<file path="config.mk">
export PLATFORM = sky130hd
export DESIGN_NAME = cla_mw_addsub_seq_flat
export DESIGN_NICKNAME = d
export VERILOG_FILES = /design/src/rtl/cla_mw_addsub_seq_if.sv /design/src/rtl/cla_mw_addsub_seq.sv /design/src/flat_wrapper.sv
export SDC_FILE = /design/constraint.sdc
export NUM_CORES = 1
export LEC_CHECK = 0
export ABC_AREA = 1
export CORE_UTILIZATION = 35
export DETAILED_ROUTE_END_ITERATION = 10
export PLACE_DENSITY_LB_ADDON = 0.05
export SYNTH_ARGS = -nofsm -noshare
export SYNTH_HDL_FRONTEND = slang
export SYNTH_SLANG_ARGS = --single-unit
</file>
<file path="constraint.sdc">
create_clock -name clk -period 12.55 [get_ports clk]
set_input_delay 2.51 -clock clk [delete_from_list [all_inputs] [get_ports clk]]
set_output_delay 2.51 -clock clk [all_outputs]
set_load 0.01 [all_outputs]
</file>
<file path="src/rtl/cla_mw_addsub_seq_if.sv">
// ----------------------------------------------------------------------------
// cla_mw_addsub_seq_if
//   Stream bundle for the multi-word add/subtract sequencer.
//   Input stream  (s_*): one 64-bit operand word pair per beat, LSW first.
//   Output stream (m_*): one 64-bit result word per beat. End-of-operation
//                        flags are valid on the beat with m_last=1.
//   Modports:
//     master - the environment: drives operand words and m_ready.
//     slave  - the sequencer: drives s_ready and the result stream.
// ----------------------------------------------------------------------------
interface cla_mw_addsub_seq_if #(
    parameter int IDX_W = 3
);
    logic             s_valid;
    logic             s_ready;
    logic [63:0]      s_a;
    logic [63:0]      s_b;
    logic             s_sub;
    logic             s_last;

    logic             m_valid;
    logic             m_ready;
    logic [63:0]      m_sum;
    logic [IDX_W-1:0] m_idx;
    logic             m_last;
    logic             m_cout;
    logic             m_ovf;
    logic             m_zero;
    logic             m_err;

    modport master (
        output s_valid, s_a, s_b, s_sub, s_last, m_ready,
        input  s_ready, m_valid, m_sum, m_idx, m_last, m_cout, m_ovf, m_zero, m_err
    );

    modport slave (
        input  s_valid, s_a, s_b, s_sub, s_last, m_ready,
        output s_ready, m_valid, m_sum, m_idx, m_last, m_cout, m_ovf, m_zero, m_err
    );
endinterface

</file>
<file path="src/rtl/cla_mw_addsub_seq.sv">
// ----------------------------------------------------------------------------
// cla_64bit
//   Combinational 64-bit carry-look-ahead adder: {cout, sum} = a + b + cin.
//   Three lookahead levels of radix 4: bits -> 4-bit blocks -> 16-bit
//   sections -> 64-bit word.
//   Ports: a, b (64) operands; cin carry in; sum (64) result; cout carry out.
// ----------------------------------------------------------------------------
module cla_64bit (
    input  logic [63:0] a,
    input  logic [63:0] b,
    input  logic        cin,
    output logic [63:0] sum,
    output logic        cout
);
    // Radix-4 lookahead: carries into positions 0..4 from generate/propagate
    // of four lanes and an incoming carry, fully expanded (no ripple).
    function automatic logic [4:0] la4(input logic [3:0] g, input logic [3:0] p,
                                       input logic c);
        logic [4:0] r;
        r[0] = c;
        r[1] = g[0] | (p[0] & c);
        r[2] = g[1] | (p[1] & g[0]) | (p[1] & p[0] & c);
        r[3] = g[2] | (p[2] & g[1]) | (p[2] & p[1] & g[0]) | (p[2] & p[1] & p[0] & c);
        r[4] = g[3] | (p[3] & g[2]) | (p[3] & p[2] & g[1]) | (p[3] & p[2] & p[1] & g[0])
             | (&p & c);
        return r;
    endfunction

    logic [63:0] g, p, c;
    logic [15:0] bg, bp, cb;
    logic [3:0]  sg, sp;
    logic [4:0]  csb;
    logic [4:0]  t;

    always_comb begin
        // NOTE: every variable assigned in always_comb gets a default first so
        // no path can leave it holding an old value (which would infer a latch).
        g   = a & b;
        p   = a ^ b;
        c   = '0;
        bg  = '0;
        bp  = '0;
        cb  = '0;
        sg  = '0;
        sp  = '0;
        csb = '0;
        t   = '0;

        // Block (4-bit) generate/propagate.
        for (int k = 0; k < 16; k++) begin
            t     = la4(g[4*k +: 4], p[4*k +: 4], 1'b0);
            bg[k] = t[4];
            bp[k] = &p[4*k +: 4];
        end
        // Section (16-bit) generate/propagate.
        for (int s = 0; s < 4; s++) begin
            t     = la4(bg[4*s +: 4], bp[4*s +: 4], 1'b0);
            sg[s] = t[4];
            sp[s] = &bp[4*s +: 4];
        end
        // Carries flow back down: word -> sections -> blocks -> bits.
        csb = la4(sg, sp, cin);
        for (int s = 0; s < 4; s++) begin
            t             = la4(bg[4*s +: 4], bp[4*s +: 4], csb[s]);
            cb[4*s +: 4]  = t[3:0];
        end
        for (int k = 0; k < 16; k++) begin
            t            = la4(g[4*k +: 4], p[4*k +: 4], cb[k]);
            c[4*k +: 4]  = t[3:0];
        end
    end

    assign sum  = p ^ c;
    assign cout = csb[4];
endmodule

// ----------------------------------------------------------------------------
// cla_mw_addsub_seq
//   Arbitrary-precision add/subtract sequencer. Operand word pairs arrive LSW
//   first; each pair goes through one cla_64bit and the carry is chained
//   between words in a register. Results leave one cycle after acceptance on
//   a registered valid/ready stream; the last word carries cout/ovf/zero/err.
//   An operation is forcibly ended after MAX_WORDS words (m_err=1).
//   Ports:
//     clk   - clock, rising edge
//     rst_n - synchronous active-low reset
//     bus   - cla_mw_addsub_seq_if.slave (s_* operand stream, m_* results)
// ----------------------------------------------------------------------------
module cla_mw_addsub_seq #(
    parameter int MAX_WORDS = 8,
    parameter int IDX_W     = 3
) (
    input logic                 clk,
    input logic                 rst_n,
    cla_mw_addsub_seq_if.slave  bus
);
    typedef enum logic {
        IDLE = 1'b0,
        BUSY = 1'b1
    } state_t;

    state_t state_q, state_d;

    // Operation context carried between words.
    logic             carry_q;
    logic             sub_q;
    logic [IDX_W-1:0] idx_q;
    logic             zero_q;

    // Registered output stream.
    logic             m_valid_q;
    logic [63:0]      m_sum_q;
    logic [IDX_W-1:0] m_idx_q;
    logic             m_last_q;
    logic             m_cout_q;
    logic             m_ovf_q;
    logic             m_zero_q;
    logic             m_err_q;

    logic        accept;
    logic        is_first;
    logic        word_end;
    logic        sub_eff;
    logic [63:0] b_eff;
    logic        cin;
    logic [63:0] sum;
    logic        cout;
    logic        zero_in;
    logic        sum_zero;
    logic        ovf;

    // The output register can take a new word whenever it is empty or being
    // drained this cycle.
    assign bus.s_ready = !m_valid_q || bus.m_ready;
    assign accept      = bus.s_valid && bus.s_ready;

    assign is_first = (state_q == IDLE);
    // A word closes the operation either on s_last or when it fills the last
    // index slot; the following word then starts afresh.
    assign word_end = bus.s_last || (idx_q == IDX_W'(MAX_WORDS - 1));

    // Subtraction is A + ~B + 1: the +1 enters as the carry into the LSW.
    assign sub_eff = is_first ? bus.s_sub : sub_q;
    assign b_eff   = sub_eff ? ~bus.s_b : bus.s_b;
    assign cin     = is_first ? bus.s_sub : carry_q;

    cla_64bit u_cla (
        .a    (bus.s_a),
        .b    (b_eff),
        .cin  (cin),
        .sum  (sum),
        .cout (cout)
    );

    assign zero_in  = is_first || zero_q;
    assign sum_zero = (sum == 64'd0);
    // Signed overflow is judged on the MSW: operand signs agree, result differs.
    assign ovf      = (bus.s_a[63] == b_eff[63]) && (sum[63] != bus.s_a[63]);

    // State register.
    always_ff @(posedge clk) begin
        // NOTE: sequential state is written with non-blocking assignments so
        // every register samples pre-edge values regardless of statement order.
        if (!rst_n) state_q <= IDLE;
        else        state_q <= state_d;
    end

    // Next state: only an accepted word moves the FSM.
    always_comb begin
        state_d = state_q;
        if (accept) state_d = word_end ? IDLE : BUSY;
    end

    // Datapath and output registers.
    always_ff @(posedge clk) begin
        if (!rst_n) begin
            carry_q   <= 1'b0;
            sub_q     <= 1'b0;
            idx_q     <= '0;
            zero_q    <= 1'b1;
            m_valid_q <= 1'b0;
            m_sum_q   <= '0;
            m_idx_q   <= '0;
            m_last_q  <= 1'b0;
            m_cout_q  <= 1'b0;
            m_ovf_q   <= 1'b0;
            m_zero_q  <= 1'b0;
            m_err_q   <= 1'b0;
        end else if (accept) begin
            carry_q   <= cout;
            sub_q     <= sub_eff;
            idx_q     <= word_end ? '0 : idx_q + IDX_W'(1);
            zero_q    <= word_end ? 1'b1 : (zero_in && sum_zero);
            m_valid_q <= 1'b1;
            m_sum_q   <= sum;
            m_idx_q   <= idx_q;
            m_last_q  <= word_end;
            // Operation flags exist only on the final word.
            m_cout_q  <= word_end && cout;
            m_ovf_q   <= word_end && ovf;
            m_zero_q  <= word_end && zero_in && sum_zero;
            m_err_q   <= word_end && !bus.s_last;
        end else if (bus.m_ready) begin
            m_valid_q <= 1'b0;
        end
    end

    assign bus.m_valid = m_valid_q;
    assign bus.m_sum   = m_sum_q;
    assign bus.m_idx   = m_idx_q;
    assign bus.m_last  = m_last_q;
    assign bus.m_cout  = m_cout_q;
    assign bus.m_ovf   = m_ovf_q;
    assign bus.m_zero  = m_zero_q;
    assign bus.m_err   = m_err_q;
endmodule

</file>
<file path="src/flat_wrapper.sv">
// flat-port wrapper written by rule: the top's interface ports become plain ports
module cla_mw_addsub_seq_flat 
#(
    parameter int MAX_WORDS = 8,
    parameter int IDX_W     = 3
)
  (clk, rst_n, bus_s_valid, bus_s_a, bus_s_b, bus_s_sub, bus_s_last, bus_m_ready, bus_s_ready, bus_m_valid, bus_m_sum, bus_m_idx, bus_m_last, bus_m_cout, bus_m_ovf, bus_m_zero, bus_m_err);
  cla_mw_addsub_seq_if #(.IDX_W(IDX_W)) bus_i ();
  input logic clk;
  input logic rst_n;
  input wire logic [$bits(bus_i.s_valid)-1:0] bus_s_valid;
  input wire logic [$bits(bus_i.s_a)-1:0] bus_s_a;
  input wire logic [$bits(bus_i.s_b)-1:0] bus_s_b;
  input wire logic [$bits(bus_i.s_sub)-1:0] bus_s_sub;
  input wire logic [$bits(bus_i.s_last)-1:0] bus_s_last;
  input wire logic [$bits(bus_i.m_ready)-1:0] bus_m_ready;
  output wire logic [$bits(bus_i.s_ready)-1:0] bus_s_ready;
  output wire logic [$bits(bus_i.m_valid)-1:0] bus_m_valid;
  output wire logic [$bits(bus_i.m_sum)-1:0] bus_m_sum;
  output wire logic [$bits(bus_i.m_idx)-1:0] bus_m_idx;
  output wire logic [$bits(bus_i.m_last)-1:0] bus_m_last;
  output wire logic [$bits(bus_i.m_cout)-1:0] bus_m_cout;
  output wire logic [$bits(bus_i.m_ovf)-1:0] bus_m_ovf;
  output wire logic [$bits(bus_i.m_zero)-1:0] bus_m_zero;
  output wire logic [$bits(bus_i.m_err)-1:0] bus_m_err;
  assign bus_i.s_valid = bus_s_valid;
  assign bus_i.s_a = bus_s_a;
  assign bus_i.s_b = bus_s_b;
  assign bus_i.s_sub = bus_s_sub;
  assign bus_i.s_last = bus_s_last;
  assign bus_i.m_ready = bus_m_ready;
  assign bus_s_ready = bus_i.s_ready;
  assign bus_m_valid = bus_i.m_valid;
  assign bus_m_sum = bus_i.m_sum;
  assign bus_m_idx = bus_i.m_idx;
  assign bus_m_last = bus_i.m_last;
  assign bus_m_cout = bus_i.m_cout;
  assign bus_m_ovf = bus_i.m_ovf;
  assign bus_m_zero = bus_i.m_zero;
  assign bus_m_err = bus_i.m_err;
  cla_mw_addsub_seq #(.MAX_WORDS(MAX_WORDS), .IDX_W(IDX_W)) u_core (.clk(clk), .rst_n(rst_n), .bus(bus_i));
endmodule
</file>
### After elaboration in Yosys (flattened, before gate mapping)

Index checks and enable logic that the tools add are counted.

* latch bits: 0
* ROM bits: 0
* memories kept: 0
* input port bits: 134
* register bits: 80
* RAM bits: 0
* output and inout bits: 74

* shifts and indexed selects: 0
* $add $sub $neg: 1
* multiply operators: 0
* eq/ne operators: 3
* multiplexer cells: 8
* magnitude comparators: 0
* divide/modulo/power cells: 0
* reduce and logical (&&, ||, !) cells: 36
* bitwise operators: 490

Operators with widths (number)
* 1-bit AND: 295
* 1-bit bitwise OR: 190
* 64-bit XOR: 2
* 64-bit AND: 1
* 64-bit logical NOT: 1
* 64-bit 2-to-1 mux: 1
* 64-bit NOT: 1
* 16-bit AND reduction: 4
* 4-bit AND reduction: 16
* 64-bit AND reduction: 1
* 1-bit logical AND: 8
* 1-bit 2-to-1 mux: 6
* 3-bit by 1-bit adder with 3-bit output (second input constant): 1
* 3-bit == test (second input constant): 1
* 1-bit logical OR: 3
* 3-bit 2-to-1 mux: 1
* 1-bit logical NOT: 2
* 2-bit nonzero test: 1
* 1-bit == test: 1
* 1-bit inequality test: 1
* 1-bit NOT: 1

### Depth between registers and ports, before layout

Gate-level depths: netlist (run 1).

* depth in word-level cells: 23
* mapped depth: 40
* depth with buffers taken out: 39

### Cells and area by module

From an unflattened synthesis (run 1), not the netlist that was laid out.

* cell total of the unflattened synthesis: 982
* area, all modules: 6807.8 um2

Modules (own cells, without submodules)
* cla_mw_addsub_seq: times used 1, area an instance 3681.0 um2, cells an instance 485
* cla_64bit: times used 1, area an instance 3126.7 um2, cells an instance 497

### Least setup slack after synthesis (run 1)

No wires, ideal clock.

* path type: input to register
* start point: input port bus_s_sub
* end point: register u_core.m_zero_q, in the netlist u_core.bus.m_zero
* cell stages on the path: 35
* required time: 12.484 ns
* path buffers: 1
* arrival time: 6.377 ns
* setup slack: 6.107 ns
* cell sequence: nand2_2 -> nand2_1 -> clkbuf_1 -> xor2_1 -> ha_1 -> nand2_2 -> nor2_2 -> nand3_2 -> nor2_2 -> nor2_2 -> nand2_4 -> nand2_4 -> nand2_4 -> nand3_2 -> nand2_2 -> inv_1 -> fa_1 -> nand2_1 -> inv_1 -> nand2_1 -> nor2_1 -> nand2_1 -> nor2_1 -> nand3_1 -> nor2_1 -> nand3_1 -> nor2_1 -> nand3_1 -> nor2_1 -> nand3_1 -> nor2_1 -> nand3_1 -> nor2_1 -> nand3_1 -> a21oi_2

* word-level cells in the longest chain between the ends: 22

Ends and longest elaborated chain
* start: declaration: RTL line flat_wrapper.sv:14 `input wire logic [$bits(bus_i.s_sub)-1:0] bus_s_sub;`
* 1-bit 2-to-1 mux: RTL line cla_mw_addsub_seq.sv:143 `assign sub_eff = is_first ? bus.s_sub : sub_q;`
* 64-bit 2-to-1 mux: RTL line cla_mw_addsub_seq.sv:144 `assign b_eff = sub_eff ? ~bus.s_b : bus.s_b;`
* 64-bit XOR / 64-bit AND (equally long branches): RTL line cla_mw_addsub_seq.sv:39, cla_mw_addsub_seq.sv:38
* 1-bit AND
* 1-bit bitwise OR / 1-bit AND (equally long branches) (2 in a row): RTL line cla_mw_addsub_seq.sv:24 `r[4] = g[3] | (p[3] & g[2]) | (p[3] & p[2] & g[1]) | (p[3] & p[2] & p[1] & g[0])`
* 1-bit bitwise OR: RTL line cla_mw_addsub_seq.sv:24
* 1-bit AND
* 1-bit bitwise OR (2 in a row)
* (+2 left out)
* 1-bit bitwise OR (3 in a row): RTL line cla_mw_addsub_seq.sv:23 `r[3] = g[2] | (p[2] & g[1]) | (p[2] & p[1] & g[0]) | (p[2] & p[1] & p[0] & c);`
* 1-bit AND, on equally long branches: RTL line cla_mw_addsub_seq.sv:21, cla_mw_addsub_seq.sv:22, cla_mw_addsub_seq.sv:23
* 1-bit bitwise OR, on equally long branches: RTL line cla_mw_addsub_seq.sv:21, cla_mw_addsub_seq.sv:22, cla_mw_addsub_seq.sv:23
* 1-bit AND, on equally long branches: RTL line cla_mw_addsub_seq.sv:21, cla_mw_addsub_seq.sv:22, cla_mw_addsub_seq.sv:23
* 1-bit bitwise OR, on equally long branches: RTL line cla_mw_addsub_seq.sv:21, cla_mw_addsub_seq.sv:22, cla_mw_addsub_seq.sv:23
* 64-bit XOR (*): RTL line cla_mw_addsub_seq.sv:73 `assign sum = p ^ c;`
* 64-bit logical NOT (*): RTL line cla_mw_addsub_seq.sv:156 `assign sum_zero = (sum == 64'd0);`
* 1-bit logical AND (*): RTL line cla_mw_addsub_seq.sv:201 `m_zero_q <= word_end && zero_in && sum_zero;`
* end signal: assignment: RTL line cla_mw_addsub_seq.sv:201
* end: declaration: RTL line cla_mw_addsub_seq.sv:117 `logic m_zero_q;`

Mark *: on every way between the ends. The rest lies on a longest branch, timed or not.
A chain may end at the register's enable or synchronous reset.

### Worst setup path in the final report (run 1)

Same ends and word-level chain as after synthesis.

==> run summary, run 1 <==
ys async rst share: 0%
Final Hold Vio Count: 0
Max Cap Viol: 0
Final Setup Violations: 0
post-synthesis cell type count: 40
HPWL Detailed: 17000 um
RSZ-0062 raised after global routing: false
max reg flops: 64
Worst setup SP type: input port
WL per Instance: 13.7 um
FF-to-FF path depth: 35
Arr. time, crit path: 7820 ps
share of post-route cells with drive strength above 1: 7.29%
cell taking the most area after synthesis: dfxtp_1
vias in the first global route: 6849
Final Non-Filler Cells: 1560
DRC: 0
Setup Crit Path Kind: in2reg
worst setup path endpoint: u_core.bus.m_zero
dpl cells: 1544
ANT cells: 0
Setup TNS Final: 0 ps
DR iter-0 viols: 298
area share of the largest cell type after synthesis: 21.9%
yosys warns: 0
total wire length: 21300 um
final worst path period share: 60.1%
FF-to-FF setup slack: 7260 ps
hold crit path type: reg2reg
average vias per placed instance: 4.48
CTS tree: yes
Final Critical Period: 7540 ps
Die Ht: 146 um
Critical Path Source: bus_s_sub
Post-Syn Area: 7310 um^2
Pre-Repair DR Iteration Count: 4
Max Slew Vio Count: 0
register bit total from synthesis: 80
Rel. slew slack: 50.3%
Clk pin slew, worst setup/hold paths: 70 ps
syn nets: 1310
crit-path max FO: 38
Worst Path Required: 12830 ps
Post-CTS Setup Bufs: 0
Layout area overhead: 35.7%
final net count: 1501
Max Clk Rate: 0.133 GHz
pre-CTS setup slack: 4480 ps
initial core utilization: 35.9%
CTS Sinks: 80
gr usage total: 20.8%
CP max stage cell: buf_4
number of buffers created by CTS: 9
leakage power: 5.08 nW
Post-Synthesis Cells: 1094
largest net degree at the start of global routing: 69
via count: 6996
GPL Wtd Cong: 0.809
Die Wd: 146 um
largest cells by area after synthesis: dfxtp_1 22%, nand2_1 14%, ha_1 11%
EDFF count, synth: 0
Least-Margin Pin Slew: 745 ps
top_reg_cell synth: dfxtp_1
Final Skew: 9.01 ps
first-pass GRT wire length: 35100 um
Longest Clk Path Bufs: 2
# rows: 52
status: finished clean
H-tree levels: 3
launching point of the worst reg2reg path: u_core.state_q
Ports: 208
Mean Syn Cell Area: 6.68 um^2
Setup WS post-layout: 5010 ps
Max VDD drop: 0.0713 mV
area of the die: 21500 um^2
FF-to-FF End: u_core.bus.m_zero
CP most frequent cell: nor2_1
hold buffer count at cts: 0
initial antenna violation count: 0
Core Region: 20400 um^2
Critical Path Max Stage Delay: 610 ps
CP Capture Type: register
pwr dens: 118 nW/um^2
PortBufs: 207
clock latency on the worst-skew pair: 360 ps
clock root cell: clkbuf_16
sequential share of the synthesized area: 21.9%
number of cells upsized or downsized after cts: 0
grt ovf: 0
Antenna Violating Nets Remaining: 0
## worst min-delay path by stage
stage | slack [ps] | from | depth (start not counted) | endpoint
global placement | 460 | u_core.bus.m_err | 2 | u_core.bus.m_err
detailed placement | 460 | u_core.bus.m_idx[0] | 2 | u_core.bus.m_idx[0]
global route | 480 | u_core.bus.m_sum[17] | 2 | u_core.bus.m_sum[17]
CTS | 470 | u_core.bus.m_idx[0] | 2 | u_core.bus.m_idx[0]
finish | 470 | u_core.bus.m_idx[0] | 2 | u_core.bus.m_idx[0]
floorplan | 450 | u_core.idx_q[1] | 2 | u_core.idx_q[1]
## worst max-delay path: cells and delay by family
kind,cells,cell delay (ps)
buf+inv,4,1210
compound gates,1,120
simple gates,28,2830
xor+xnor,1,160
fa+ha+maj,2,930
## per-layer routing
| layer | vias to the layer above | track usage [%] | wire [um] |
|---|---|---|---|
| li1 | 3800 | - | - |
| met3 | 15 | 2.97 | 1060 |
| met2 | 157 | 34.0 | 9470 |
| met4 | 0 | 5.89 | 282 |
| met5 | - | 0 | 0 |
| met1 | 3024 | 28.2 | 10500 |
## Yosys cell counts (2+ instances only)
cell	count
or2_2	2
a21o_1	3
nand2_1	270
clkbuf_1	25
a211oi_1	4
a21oi_2	2
nand3b_1	11
inv_1	203
o21bai_1	2
o21ai_0	48
xnor2_1	4
nand3_2	7
nand3_1	45
nor2_4	4
dfxtp_1	80
fa_1	16
nor2_2	9
nand2_2	38
nor2_1	69
nor3_1	7
clkinv_1	2
ha_1	66
o211ai_1	23
nand2_4	4
xor2_1	68
a31oi_1	15
a221oi_1	4
inv_2	3
a21oi_1	46
nand4_1	2
buf_1	3
## placed cells by master (no fill, tap or decap), drive strengths merged, types with 11 or more instances in the layout
| master | Yosys | final |
|---|---|---|
| nand2 | 312 | 312 |
| inv | 206 | 210 |
| clkdlybuf4s50 | 0 | 206 |
| nor2 | 82 | 82 |
| dfxtp | 80 | 80 |
| xor2 | 68 | 68 |
| ha | 66 | 66 |
| nand3 | 52 | 52 |
| o21ai | 49 | 49 |
| a21oi | 48 | 48 |
| o211ai | 23 | 23 |
| fa | 16 | 16 |
| a31oi | 15 | 15 |
| nand3b | 11 | 11 |
## power by group
group / switching, W / leakage, nW / internal [W] / total, W
registers: 0.0000175 / 0.663 / 0.000284 / 0.000301
logic: 0.000342 / 4.27 / 0.000246 / 0.000588
clock network: 0.000124 / 0.147 / 0.000157 / 0.000281
## metrics by stage
stage,cell area [um^2],util [%],hold slack [ps],total power (W)
detailed placement,9610,47.2,459,0.000901
finish,9920,48.7,468,0.00117
floorplan,7310,-,455,0.000684
global placement,9610,47.2,458,0.000902
CTS,9920,48.7,470,0.00119
global route,9920,48.7,483,0.00128
## area by class of cell
cell class,instances,area [um^2]
Clock inverter,7,77.6
Sequential cell,80,1600
Tap cell,270,338
Timing Repair Buffer,210,2090
Multi-Input combinational cell,775,4800
Clock buffer,9,225
Fill cell,2095,10400
Inverter,209,787
## logic make-up after synthesis
family	count (synthesis)	share of synthesized area [%]
simple gates	471	29.2
buf+inv	239	12.5
compound gates	150	12.0
fa+ha+maj	82	15.7
flops	80	21.9
xor+xnor	72	8.63
Note: power is estimated with default switching activity, not from simulation.
==> run 2, diff against run 1 <==
==> constraint.sdc (replaced) <==
create_clock -name clk -period 6.7 [get_ports clk]
set_input_delay 1.34 -clock clk [delete_from_list [all_inputs] [get_ports clk]]
set_output_delay 1.34 -clock clk [all_outputs]
set_load 0.01 [all_outputs]
==> run 2 against run 1 <==
  * Routed wire length fell by 0.17%
  * Sequential power increased by 88%
  * Cell area grew 0.67%
  * Worst hold slack got worse by 4.0 ps
  * Critical path depth did not move
  * Utilization grew 0.33 points
  * First-iteration DRC count fell by 20%
  * Critical endpoint unchanged
  * Largest power group unchanged
==> run summary, run 2 (same netlist as run 1, synthesis figures left out) <==
status: finished clean (unchanged)
pwr dens: 225 nW/um^2 (was 118 nW/um^2)
Setup Crit Path Kind: in2reg (unchanged)
Critical Path Max Stage Delay: 510 ps (was 610 ps)
DR iter-0 viols: 237 (was 298)
most frequent cells in the layout: 269 x nand2_1, 206 x clkdlybuf4s50_1, 203 x inv_1, 80 x dfxtp_1, 69 x nor2_1 (unchanged)
Least-Margin Pin Slew: 793 ps (was 745 ps)
Max Cap Viol: 0 (unchanged)
Post-CTS Setup Bufs: 0 (unchanged)
RSZ-0062 raised after global routing: false (unchanged)
Clk pin slew, worst setup/hold paths: 60 ps (was 70 ps)
crit-path max FO: 32 (was 38)
HPWL Detailed: 17000 um (about the same)
Final Hold Vio Count: 0 (unchanged)
Core Region: 20400 um^2 (unchanged)
number of buffers created by CTS: 9 (unchanged)
CTS Sinks: 80 (unchanged)
Layout area overhead: 36.6% (was 35.7%)
CP max stage cell: fa_1 (was buf_4)
Final Non-Filler Cells: 1559 (was 1560)
final worst path period share: 85.1%
Antenna Violating Nets Remaining: 0 (unchanged)
pre-CTS setup slack: 594 ps (was 4480 ps)
final net count: 1502 (was 1501)
CTS tree: yes (unchanged)
Setup TNS Final: 0 ps (unchanged)
fin util: 49.0% (was 48.7%)
commonest non-fill, non-tap cell in the layout: nand2_1 (unchanged)
Ports: 208 (unchanged)
hold buffer count at cts: 0 (unchanged)
area of the die: 21500 um^2 (unchanged)
WL per Instance: 13.7 um (about the same)
WHS: 464 ps (was 468 ps)
Die Ht: 146 um (unchanged)
CP Capture Type: register (unchanged)
Final Setup Violations: 0 (unchanged)
leakage power: 5.11 nW (was 5.08 nW)
hold crit path type: reg2reg (unchanged)
Arr. time, crit path: 5980 ps (was 7820 ps)
H-tree levels: 3 (unchanged)
gr usage total: 20.3% (was 20.8%)
number of cells upsized or downsized after cts: 0 (unchanged)
Die Wd: 146 um (unchanged)
DRC: 0 (unchanged)
grt ovf: 0 (unchanged)
total wire length: 21300 um (about the same)
PortBufs: 207 (unchanged)
CP most frequent cell: nor2_1 (unchanged)
Longest Clk Path Bufs: 2 (unchanged)
initial core utilization: 35.9% (unchanged)
Worst setup SP type: input port (unchanged)
largest net degree at the start of global routing: 68 (was 69)
vias in the first global route: 6820 (was 6849)
via count: 7141 (was 6996)
GPL Wtd Cong: 0.823 (was 0.809)
first-pass GRT wire length: 34400 um (was 35100 um)
Max VDD drop: 0.0896 mV (was 0.0713 mV)
max reg flops: 64 (unchanged)
Worst Path Required: 6980 ps (was 12830 ps)
share of post-route cells with drive strength above 1: 7.14% (was 7.29%)
clock root cell: clkbuf_16 (unchanged)
Setup WS post-layout: 998 ps (was 5010 ps)
Pre-Repair DR Iteration Count: 5 (was 4)
dpl cells: 1545 (was 1544)
Final Critical Period: 5700 ps
ANT cells: 0 (unchanged)
Rel. slew slack: 47.0% (was 50.3%)
average vias per placed instance: 4.58 (was 4.48)
# rows: 52 (unchanged)
Final Skew: 5.90 ps (was 9.01 ps)
clock latency on the worst-skew pair: 350 ps (was 360 ps)
Max Slew Vio Count: 0 (unchanged)
Max Clk Rate: 0.175 GHz
initial antenna violation count: 0 (unchanged)
## run 2: cell count changes in the layout (fill, tap and decap cells not counted), sizes merged
| cell | before | now |
|---|---|---|
| inv | 210 | 206 |
| bufinv | 1 | 3 |
| buf | 4 | 5 |
| clkbuf | 9 | 10 |
| clkinvlp | 1 | 0 |
## run 2: critical path: cells and delay by family
family / cells / cell delay (ps)
buffers and inverters: 5 / 890
AOI/OAI and AO/OA: 1 / 120
xor gates and xnor gates: 1 / 120
adders and majority gates: 2 / 870
and+or+nand+nor: 27 / 2580
## run 2: metrics by stage
| stage | power (W) | area (um^2) |
|---|---|---|
| finish | 0.00225 | 9980 |
| global route | 0.00243 | 9980 |
| CTS | 0.00228 | 9980 |
| detailed placement | 0.00170 | 9660 |
| global placement | 0.00170 | 9660 |
| floorplan | 0.00128 | 7310 |
## run 2: area by class of cell
| type | instances | area (um^2) |
|---|---|---|
| repair buffers | 211 | 2130 |
| inverters | 209 | 787 |
| multi-input cells | 775 | 4800 |
| clock inverters | 4 | 95.1 |
| flip-flops and latches | 80 | 1600 |
| well taps | 270 | 338 |
| clock buffers | 10 | 229 |
| fillers | 2068 | 10400 |
## run 2: path summary, 6_finish.rpt
check                   endpoint  slack, ps                start  cells after the start
max            u_core.bus.m_zero       1000            bus_s_sub                     36
min reg2reg  u_core.bus.m_idx[0]        460  u_core.bus.m_idx[0]                      2
max reg2reg    u_core.bus.m_zero       2070       u_core.state_q                     36
min          u_core.bus.m_idx[0]        460  u_core.bus.m_idx[0]                      2
## run 2: per-layer routing
metal | vias to the layer above | part of all wire, % | track usage, %
met5 | - | 0 | 0
met1 | 3148 | 49 | 27.8
li1 | 3805 | - | -
met4 | 0 | 1.1 | 4.69
met3 | 18 | 5.2 | 3.66
met2 | 170 | 44 | 33.2
## run 2: where the power goes
part / switching (W) / internal, W / total, W
Clock: 0.000208 / 0.000360 / 0.000568
Sequential: 0.0000333 / 0.000531 / 0.000565
Combinational: 0.000646 / 0.000468 / 0.00111
==> RTL change: new RTL, flow settings as in run 2 <==
Reset style: asynchronous (`rst_n`), changed in 2 clocked blocks. Comments in the files are not updated.
--- a/src/rtl/cla_mw_addsub_seq.sv
+++ b/src/rtl/cla_mw_addsub_seq.sv
@@ -158,7 +158,7 @@
     assign ovf      = (bus.s_a[63] == b_eff[63]) && (sum[63] != bus.s_a[63]);
 
     // State register.
-    always_ff @(posedge clk) begin
+    always_ff @(posedge clk or negedge rst_n) begin
         // NOTE: sequential state is written with non-blocking assignments so
         // every register samples pre-edge values regardless of statement order.
         if (!rst_n) state_q <= IDLE;
@@ -172,7 +172,7 @@
     end
 
     // Datapath and output registers.
-    always_ff @(posedge clk) begin
+    always_ff @(posedge clk or negedge rst_n) begin
         if (!rst_n) begin
             carry_q   <= 1'b0;
             sub_q     <= 1'b0;
Check against the original RTL: differs if rst_n is asserted again (counterexample within 4 cycles, from zero or initial values and one cycle with rst_n low); with rst_n held inactive, the same outputs for 4 cycles.
==> RTL change against run 2 <==
  * Wire length shrank 1.4%
  * Critical path depth fell by 4
  * Power is 50% higher
  * Cell count shrank 4.9%
  * Worst hold slack better by 0.017 ns
  * Synthesized cell count fell by 7.9%
  * Clock skew increased by 0.0012 ns
  * Worst setup slack better by 0.091 ns
  * Area after synthesis down 1.7%
  * Global-route usage grew 0.45 points
  * Cell area decreased by 0.99%
  * Sequential cell count unchanged
  * Critical path type unchanged
  * Largest power group unchanged
  * Highest routed layer unchanged
==> RTL change: results (changes against run 2) <==
| Metric | Value |
|---|---|
| Status | finished, final reports clean |
| Max rail drop VDD | 0.173 mV (+94%) |
| Post-DP HPWL | 17000 um (about the same) |
| Post-Syn Nets | 1224 (-6.6%) |
| Wire length on met1 | 9920 um (-5.6%) |
| Met2 Wirelength | 9970 um (+5.5%) |
| Hold Path End | u_core.bus.m_sum[11]$_DFFE_PN0P_ |
| DR pass1 iterations | 4 (-1) |
| Crit-path max FO | 26 (-19%) |
| Layout fillers | 2105 (+1.8%) |
| Max Root-Sink Buffers | 2 (unchanged) |
| Layout cell share with drive strength beyond 1 | 6.02% (-1.1 points) |
| Met3 routed WL | 964 um (-13%) |
| Multi-input logic area | 4510 sq um (-5.9%) |
| Synth area leaders | dfrtp_1 28%, nand2_1 16%, ha_1 11% |
| Worst R2R End | u_core.zero_q$_DFFE_PN1P_ |
| Vias per cell | 4.51 (-1.5%) |
| Reg2reg path depth | 31 (-14%) |
| Skew final | 0.00706 ns (+0.00116 ns) |
| Via count | 6688 (-6.3%) |
| Wire length per cell | 14.2 um (+3.6%) |
| GRT Util Overall | 20.8% (+0.45 points) |
| Worst reg2reg setup slack | 1.98 ns (-0.09 ns) |
| RePlAce Congestion | 0.867 (+5.4%) |
| RR Startpoint | u_core.state_q$_DFFE_PN0P_ |
| Post-synthesis cell type count | 36 (-10%) |
| GR met3 Demand/Resource | 3.24% (-0.42 points) |
| Leakage | 5.07 nW (-0.92%) |
| Detailed Route Iter0 Violations | 326 (+38%) |
| Post-synth ARST share | 100% (+100 points) |
| Met2 global-route usage | 36.3% (+3.2 points) |
| Worst Hold Launch | u_core.bus.m_sum[11]$_DFFE_PN0P_ |
| Syn Area/Cell | 7.13 sq um (+6.7%) |
| Post-Synth XOR/XNOR Area | 10.0% (+1.4 points) |
| Ant diodes | 0 (unchanged) |
| Slew at the pin closest to its max-slew limit | 1.02 ns (+0.230 ns) |
| Origin of the worst setup path | bus_s_sub |
| Post-DP Area | 9570 sq um (-0.91%) |
| Register area share after synthesis | 27.9% (+6.0 points) |
| First-pass GRT wire length | 34400 um (about the same) |
| I/O Buffers | 207 (unchanged) |
| Placed Cells | 1467 (-5.0%) |
| Largest net degree at the start of global routing | 74 (+8.8%) |
| Fin nets | 1424 (-5.2%) |
| Hold slack | 0.481 ns (+0.0167 ns) |
| Met1 GRT Util | 27.4% (-0.41 points) |
| Top cells by count, synth | 299 x nand2_1, 153 x inv_1, 79 x dfrtp_1 |
| Complex-gate fraction of the synthesized area | 8.62% (-3.4 points) |
| Synth Area in Adders | 16.0% (+0.27 points) |
| Critical path arrival | 5.90 ns (-0.08 ns) |
RTL change: cell types whose count changed in the layout (fill, tap and decap cells not counted), sizes merged, moves of 4 or more:
cell / before / now
nor2: 82 / 78
dfxtp: 80 / 0
xnor2: 4 / 12
o211ai: 23 / 0
nand3: 52 / 48
a21oi: 48 / 28
dfrtp: 0 / 79
nand2: 312 / 328
inv: 206 / 163
RTL change: per-stage QoR:
stage | setup WS [ns] | power, mW
finish | 1.09 | 3.37
floorplan | 1.30 | 1.99
detailed placement | 0.710 | 2.87
global placement | 0.769 | 2.87
global route | 0.550 | 3.69
CTS | 1.06 | 3.43
RTL change: report_power, final:
part	internal [mW]	leakage, nW	switching, mW
registers	0.674	0.967	0.124
clock network	0.299	0.154	0.238
logic	0.909	3.94	1.13
RTL change: final cells by class:
type                            count  share of cell area (%)
Inverter                          159                    6.04
Clock buffer                        9                    2.28
Timing Repair Buffer              212                    21.4
Multi-Input combinational cell    746                    45.7
Sequential cell                    80                    20.3
Tap cell                          270                    3.42
Clock inverter                      7                   0.886
